File: config.mk
export PLATFORM = sky130hd
export DESIGN_NAME = ndro_bank_sequencer
export DESIGN_NICKNAME = d
export VERILOG_FILES = /design/src/rtl/ndro_bank_sequencer.sv
export SDC_FILE = /design/constraint.sdc
export NUM_CORES = 1
export LEC_CHECK = 0
export BUFFER_PORTS_ARGS = -buffer_cell sky130_fd_sc_hd__clkbuf_2
export CORE_ASPECT_RATIO = 1.5
export CORE_MARGIN = 1.5
export CORE_UTILIZATION = 42
export CTS_CLUSTER_SIZE = 30
export DETAILED_ROUTE_END_ITERATION = 8
export GPL_ROUTABILITY_DRIVEN = 0
export GPL_TIMING_DRIVEN = 0
export PLACE_DENSITY = 0.55
export SLEW_MARGIN = 40
export SYNTH_ARGS = -nofsm -noshare
export SYNTH_HDL_FRONTEND = slang
export SYNTH_SLANG_ARGS = --single-unit
File: constraint.sdc
create_clock -name clk -period 5.9 [get_ports clk]
set_clock_uncertainty 0.05 [all_clocks]
set_input_delay 0.59 -clock clk [delete_from_list [all_inputs] [get_ports clk]]
set_output_delay 0.59 -clock clk [all_outputs]
set_load 0.02 [all_outputs]
File: src/rtl/ndro_bank_sequencer.sv
// Request sequencer for a bank of NDRO cells: issues toggle-encoded set/reset/clk pulses,
// holds per-cell timing guards, and checks returned out/resout pulses against a shadow state.
module ndro_bank_sequencer #(
  parameter int N_CELLS    = 4,
  parameter int AW         = 2,
  parameter int CT_RST_SET = 2,
  parameter int CT_RST_CLK = 1,
  parameter int CT_CLK_RST = 2,
  parameter int CT_CLK_CLK = 3,
  parameter int RD_LAT     = 2
) (
  input  logic               clk,
  input  logic               reset,
  input  logic               req_valid,
  output logic               req_ready,
  input  logic [1:0]         req_op,
  input  logic [AW-1:0]      req_addr,
  output logic               rsp_valid,
  output logic               rsp_data,
  output logic               rsp_err,
  output logic [N_CELLS-1:0] cell_set,
  output logic [N_CELLS-1:0] cell_reset,
  output logic [N_CELLS-1:0] cell_clk,
  input  logic [N_CELLS-1:0] cell_out,
  input  logic [N_CELLS-1:0] cell_resout,
  output logic               busy
);

  localparam int GW = 8;
  localparam logic [1:0] OP_SET  = 2'b00;
  localparam logic [1:0] OP_CLR  = 2'b01;
  localparam logic [1:0] OP_READ = 2'b10;

  typedef enum logic [1:0] {IDLE, WAIT, SETTLE, RESP} state_t;

  state_t               state_q, state_d;
  logic [1:0]           op_q, op_d;
  logic [AW-1:0]        addr_q, addr_d;
  logic [GW-1:0]        lat_q, lat_d;
  logic                 latched_q, latched_d;
  logic                 old_sh_q, old_sh_d;
  logic                 data_q, data_d;
  logic                 err_q, err_d;
  logic                 rsp_valid_q, rsp_valid_d;
  logic [N_CELLS-1:0]   shadow_q, shadow_d;
  logic [N_CELLS-1:0]   set_line_q, set_line_d;
  logic [N_CELLS-1:0]   rst_line_q, rst_line_d;
  logic [N_CELLS-1:0]   clk_line_q, clk_line_d;
  logic [N_CELLS-1:0]   set_free, rst_free, clk_free;
  logic                 guard_free, issue, sampled, tog;

  function automatic logic [GW-1:0] arm_max(input logic [GW-1:0] cur, input int ct);
    logic [GW-1:0] ctv;
    ctv = GW'(ct);
    return (cur > ctv) ? cur : ctv;
  endfunction

  // Guards count down freely; an arm on the same edge overrides the decrement.
  for (genvar gi = 0; gi < N_CELLS; gi++) begin : g_cell
    logic [GW-1:0] set_g_q, set_g_d, rst_g_q, rst_g_d, clk_g_q, clk_g_d;
    logic          hit;

    assign hit = issue && (32'(addr_q) == gi);

    always_comb begin
      set_g_d = (set_g_q != '0) ? set_g_q - GW'(1) : set_g_q;
      rst_g_d = (rst_g_q != '0) ? rst_g_q - GW'(1) : rst_g_q;
      clk_g_d = (clk_g_q != '0) ? clk_g_q - GW'(1) : clk_g_q;
      if (hit && op_q == OP_CLR) begin
        set_g_d = arm_max(set_g_q, CT_RST_SET);
        if (shadow_q[gi]) clk_g_d = arm_max(clk_g_q, CT_RST_CLK);
      end
      if (hit && op_q == OP_READ && shadow_q[gi]) begin
        rst_g_d = arm_max(rst_g_q, CT_CLK_RST);
        clk_g_d = arm_max(clk_g_q, CT_CLK_CLK);
      end
    end

    always_ff @(posedge clk or negedge reset) begin
      if (!reset) begin
        set_g_q <= '0;
        rst_g_q <= '0;
        clk_g_q <= '0;
      end else begin
        set_g_q <= set_g_d;
        rst_g_q <= rst_g_d;
        clk_g_q <= clk_g_d;
      end
    end

    assign set_free[gi] = (set_g_q == '0);
    assign rst_free[gi] = (rst_g_q == '0);
    assign clk_free[gi] = (clk_g_q == '0);
  end

  always_comb begin
    case (op_q)
      OP_SET:  guard_free = set_free[addr_q];
      OP_CLR:  guard_free = rst_free[addr_q];
      default: guard_free = clk_free[addr_q];
    endcase
  end

  assign issue   = (state_q == WAIT) && guard_free;
  assign sampled = (op_q == OP_CLR) ? cell_resout[addr_q] : cell_out[addr_q];
  assign tog     = sampled ^ latched_q;

  always_comb begin
    state_d     = state_q;
    op_d        = op_q;
    addr_d      = addr_q;
    lat_d       = lat_q;
    latched_d   = latched_q;
    old_sh_d    = old_sh_q;
    data_d      = data_q;
    err_d       = err_q;
    rsp_valid_d = 1'b0;
    shadow_d    = shadow_q;
    set_line_d  = set_line_q;
    rst_line_d  = rst_line_q;
    clk_line_d  = clk_line_q;
    case (state_q)
      IDLE: begin
        if (req_valid) begin
          op_d   = req_op;
          addr_d = req_addr;
          data_d = 1'b0;
          err_d  = 1'b0;
          if (req_op == 2'b11 || 32'(req_addr) >= N_CELLS) begin
            err_d   = 1'b1;
            state_d = RESP;
          end else begin
            state_d = WAIT;
          end
        end
      end
      WAIT: begin
        if (guard_free) begin
          old_sh_d = shadow_q[addr_q];
          lat_d    = GW'(RD_LAT);
          case (op_q)
            OP_SET: begin
              set_line_d[addr_q] = ~set_line_q[addr_q];
              shadow_d[addr_q]   = 1'b1;
              state_d            = RESP;
            end
            OP_CLR: begin
              rst_line_d[addr_q] = ~rst_line_q[addr_q];
              latched_d          = cell_resout[addr_q];
              shadow_d[addr_q]   = 1'b0;
              state_d            = SETTLE;
            end
            default: begin
              clk_line_d[addr_q] = ~clk_line_q[addr_q];
              latched_d          = cell_out[addr_q];
              state_d            = SETTLE;
            end
          endcase
        end
      end
      SETTLE: begin
        if (lat_q > GW'(1)) begin
          lat_d = lat_q - GW'(1);
        end else begin
          err_d   = (tog != old_sh_q);
          data_d  = (op_q == OP_READ) && tog;
          state_d = RESP;
        end
      end
      default: begin
        // First RESP cycle raises the strobe, second returns to IDLE.
        if (!rsp_valid_q) rsp_valid_d = 1'b1;
        else              state_d     = IDLE;
      end
    endcase
  end

  always_ff @(posedge clk or negedge reset) begin
    if (!reset) begin
      state_q     <= IDLE;
      op_q        <= 2'b00;
      addr_q      <= '0;
      lat_q       <= '0;
      latched_q   <= 1'b0;
      old_sh_q    <= 1'b0;
      data_q      <= 1'b0;
      err_q       <= 1'b0;
      rsp_valid_q <= 1'b0;
      shadow_q    <= '0;
      set_line_q  <= '0;
      rst_line_q  <= '0;
      clk_line_q  <= '0;
    end else begin
      state_q     <= state_d;
      op_q        <= op_d;
      addr_q      <= addr_d;
      lat_q       <= lat_d;
      latched_q   <= latched_d;
      old_sh_q    <= old_sh_d;
      data_q      <= data_d;
      err_q       <= err_d;
      rsp_valid_q <= rsp_valid_d;
      shadow_q    <= shadow_d;
      set_line_q  <= set_line_d;
      rst_line_q  <= rst_line_d;
      clk_line_q  <= clk_line_d;
    end
  end

  assign req_ready  = (state_q == IDLE);
  assign busy       = (state_q != IDLE);
  assign rsp_valid  = rsp_valid_q;
  assign rsp_data   = rsp_valid_q & data_q;
  assign rsp_err    = rsp_valid_q & err_q;
  assign cell_set   = set_line_q;
  assign cell_reset = rst_line_q;
  assign cell_clk   = clk_line_q;

endmodule
==> flow_metrics.tcl <==
set metrics [dict create \
    io_buffer_count 31 \
    share_of_layout_cells_above_drive_strength_1_pct 11.4 \
    peak_ir_drop_on_the_vdd_network_v 0.000251 \
    drtAntennaViolNets 0 \
    regToRegSetupSlack_ns 2.40 \
    timing.rr.start "state_q[1]" \
    synth-xor-area-share_pct 6.84 \
    post_cts.repair.setup_buffers 0 \
    clk_slew_on_worst_s_h_paths_ns 0.06 \
    rr_endpoint "g_cell[2].clk_g_q[0]" \
    design.portCount 32 \
    critPathRequiredTime_ns 6.14 \
    fp.coreArea_mm2 0.0173 \
    post_synth_fa_ha_maj_area_fraction_pct 7.08 \
    grt_pass1_vias 5997 \
    cts_tree "yes" \
    overflow 0 \
    layout_worst_path_cycle_share_pct 59.3 \
    post-route-min-period_ns 3.50 \
    syn_avg_cell_area_um2 9.63 \
    dpl_worst_slack_ns 2.47 \
    synth_area_in_compound_gates_pct 13.6 \
    placedInstanceArea_mm2 0.00793 \
    seq_area_mm2 0.00328 \
    dr.first_iter.drc_count 296 \
    fin_nets 880 \
    postSynth.asyncResetShare_pct 100 \
    cts-hold-fix-buffers 0 \
    fp-row-count 59 \
    dieHeight_um 166 \
    cts.root.buffer_cell "clkbuf_16" \
    achievable-frequency_ghz 0.286 \
    grt_max_degree 47 \
    relSlewSlack_pct 46.3 \
    dpl.hpwl_mm 12.5 \
    whs_ns 0.0640 \
    die_width_um 112 \
    syn-instance-count 771 \
    drt-pass1-iter-count 5 \
    seq_power_share_pct 39.0 \
    rsz0062_at_grt "no" \
    reported_max_cap_violation_count 0 \
    drc 0 \
    clock_tree.buffer_depth 2 \
    endpoint_kind "register" \
    yosys-top-cells-area "dfrtp_1 44%, ha_1 7.1%, xnor2_1 4.1%, nand2_1 3.8%, nor2_1 3.3%" \
    routed_via_density 5.55 \
    yosysTopAreaCellShare_pct 44.2 \
    worstRegToRegCells 10 \
    outcome "complete, no violations" \
    synth_top_family_by_area "simple AND/OR/NAND/NOR gates" \
    floorplan.initialDensity_pct 42.8 \
    wirelength_mm 16.9 \
    routed_wire_length_per_instance_um 16.1 \
    crit_type "reg2reg" \
    cellInternalPower_w 0.00277 \
    grt_use_total_pct 19.0 \
    synth_fp_nets 828 \
    syn2layout_area_growth_pct 14.6 \
    hold_path.class "in2async" \
    insertedDiodeCount 0 \
    power_per_cell_area_mw_per_mm2 547 \
    synth_area_mm2 0.00742 \
    synth_edf_count 0 \
    dieArea_mm2 0.0185 \
    power.switching_fraction_pct 40.4 \
    via_count 5821 \
    clk-insertion-delay-late_ns 0.42 \
    pwr-share-clk_pct 21.8 \
    final_util_pct 49.0 \
    grt_first_pass_wirelength_mm 28.6 \
    sequential_area_share_after_synthesis_pct 44.2 \
    tightest_slew_ns 0.804 \
    number_of_buffers_inserted_during_clock_tree_synthesis 17 \
    synth.yosys.warnings 0 \
    report.final.hold_viol_count 0 \
    cts.sink_count 131 \
    post_route_standard_cell_area_excluding_fillers_mm2 0.00850 \
    antenna_found_initial 0 \
    htree_levels 4 \
    ys.flop_type "dfrtp_1" \
    finalWorstSetupSlack_ns 2.40 \
    synth_simple_gate_area_share_pct 21.4 \
    cp_max_fo 10 \
    synth_top_cell_by_area "dfrtp_1" \
    final-setup-viol-count 0 \
    cts_repair_resize_count 0 \
    power.combinational.fraction_pct 39.2 \
    synth.area.mux_share_pct 4.21 \
    power_switching_w 0.00188 \
    crit_arrival_ns 3.74 \
    final-max-slew-violation-count 0 \
    synth-seq-cells 131 \
    nFillCells 1550 \
    p_leak_nw 3.78 \
    multiInputGateArea_mm2 0.00398 \
    cp-start-kind "register" \
    final.setup.tns_ns 0 \
    netlist-cell-type-count 63 \
]
## registers in the layout (all words and copies together), names as in the netlist, 4 cells and up, named ones only
register        count
g_cell.clk_g_q     32
g_cell.set_g_q     32
g_cell.rst_g_q     32
cell_set            4
lat_q               8
cell_clk            4
cell_reset          4
## how the worst max path moves through the flow
| stage | start | end | slack, ns | cells after the start |
|---|---|---|---|---|
| 3_5_place_dp | state_q[1] | g_cell[2].clk_g_q[0] | 2.47 | 10 |
| 3_3_place_gp | reset | g_cell[2].rst_g_q[3] | 2.00 | 1 |
| 4_1_cts | state_q[1] | g_cell[2].clk_g_q[0] | 2.41 | 10 |
| 5_1_grt | state_q[1] | g_cell[2].clk_g_q[2] | 2.19 | 10 |
| 2_1_floorplan | state_q[1] | g_cell[2].clk_g_q[0] | 3.08 | 10 |
| 6_report | state_q[1] | g_cell[2].clk_g_q[0] | 2.40 | 10 |
## Yosys cell counts (21+ instances only)
| master | instances |
|---|---|
| inv_1 | 40 |
| xnor2_1 | 35 |
| nor2_1 | 65 |
| dfrtp_1 | 131 |
| o21ai_0 | 36 |
| nand3_1 | 21 |
| nor3_1 | 41 |
| nand2_1 | 75 |
| a31oi_1 | 24 |
| a21oi_1 | 39 |
| xor2_1 | 23 |
| ha_1 | 42 |
## layout make-up
cell class	count	share of cell area, %
clock buffers	22	5.34
inverters	40	1.77
well taps	213	3.13
plain buffers	13	0.588
flip-flops and latches	131	38.5
clock inverters	10	1.28
multi-input cells	587	46.8
repair buffers	33	2.57
## cells by family after synthesis
kind of cell               count (synthesis)
and+or+nand+nor                          307
AOI/OAI and AO/OA                        154
DFF                                      131
xor gates and xnor gates                  58
buffers and inverters                     53
adders and majority gates                 42
muxes                                     26
## per-layer routing
layer	wire, µm	track usage (%)	vias up
li1	-	-	2859
met1	7110	21.7	2850
met2	8970	34.7	88
met3	442	3.91	24
met4	378	7.32	0
met5	0	0	-
## layout by cell type, fill, tap and decap left out, types with 8 or more instances in the layout
master / netlist / layout
nand3b_1: 8 / 8
ha_1: 42 / 42
or3_1: 12 / 12
inv_1: 40 / 40
clkbuf_2: 0 / 30
a21oi_1: 39 / 39
xnor2_1: 35 / 35
nor4_1: 16 / 15
mux2_2: 12 / 12
a21o_1: 9 / 9
nand2b_1: 15 / 15
xor2_1: 23 / 23
o21ai_0: 36 / 36
nor2_1: 65 / 65
nor3_1: 41 / 40
clkbuf_1: 11 / 15
nand2_1: 75 / 75
mux2i_1: 11 / 11
clkbuf_16: 0 / 17
dfrtp_1: 131 / 131
nand3_1: 21 / 21
a31oi_1: 24 / 24
## power by group through the flow
stage	combinational, W	clock, W	sequential (W)
2_1_floorplan	0.00138	0	0.00175
3_3_place_gp	0.00174	0	0.00179
3_5_place_dp	0.00183	0	0.00182
4_1_cts	0.00184	0.00104	0.00181
5_1_grt	0.00207	0.00108	0.00188
6_report	0.00182	0.00101	0.00181
## through the flow
stage	power, W	instances
finish	0.00465	1049
global route	0.00504	1049
CTS	0.00469	1049
detailed placement	0.00364	1017
global placement	0.00354	1015
floorplan	0.00313	771
## critical path: stages (launching register included)
cell and delay [ns]:
dfrtp_1 0.41, inv_1 0.10, ha_1 0.14, clkbuf_1 0.42
nand3b_1 0.49, nor4_2 0.79, and2_1 0.30, nor2_1 0.14
a31oi_2 0.30, a211o_1 0.14, o21ai_0 0.08
Power figures use the tool's default switching activity.
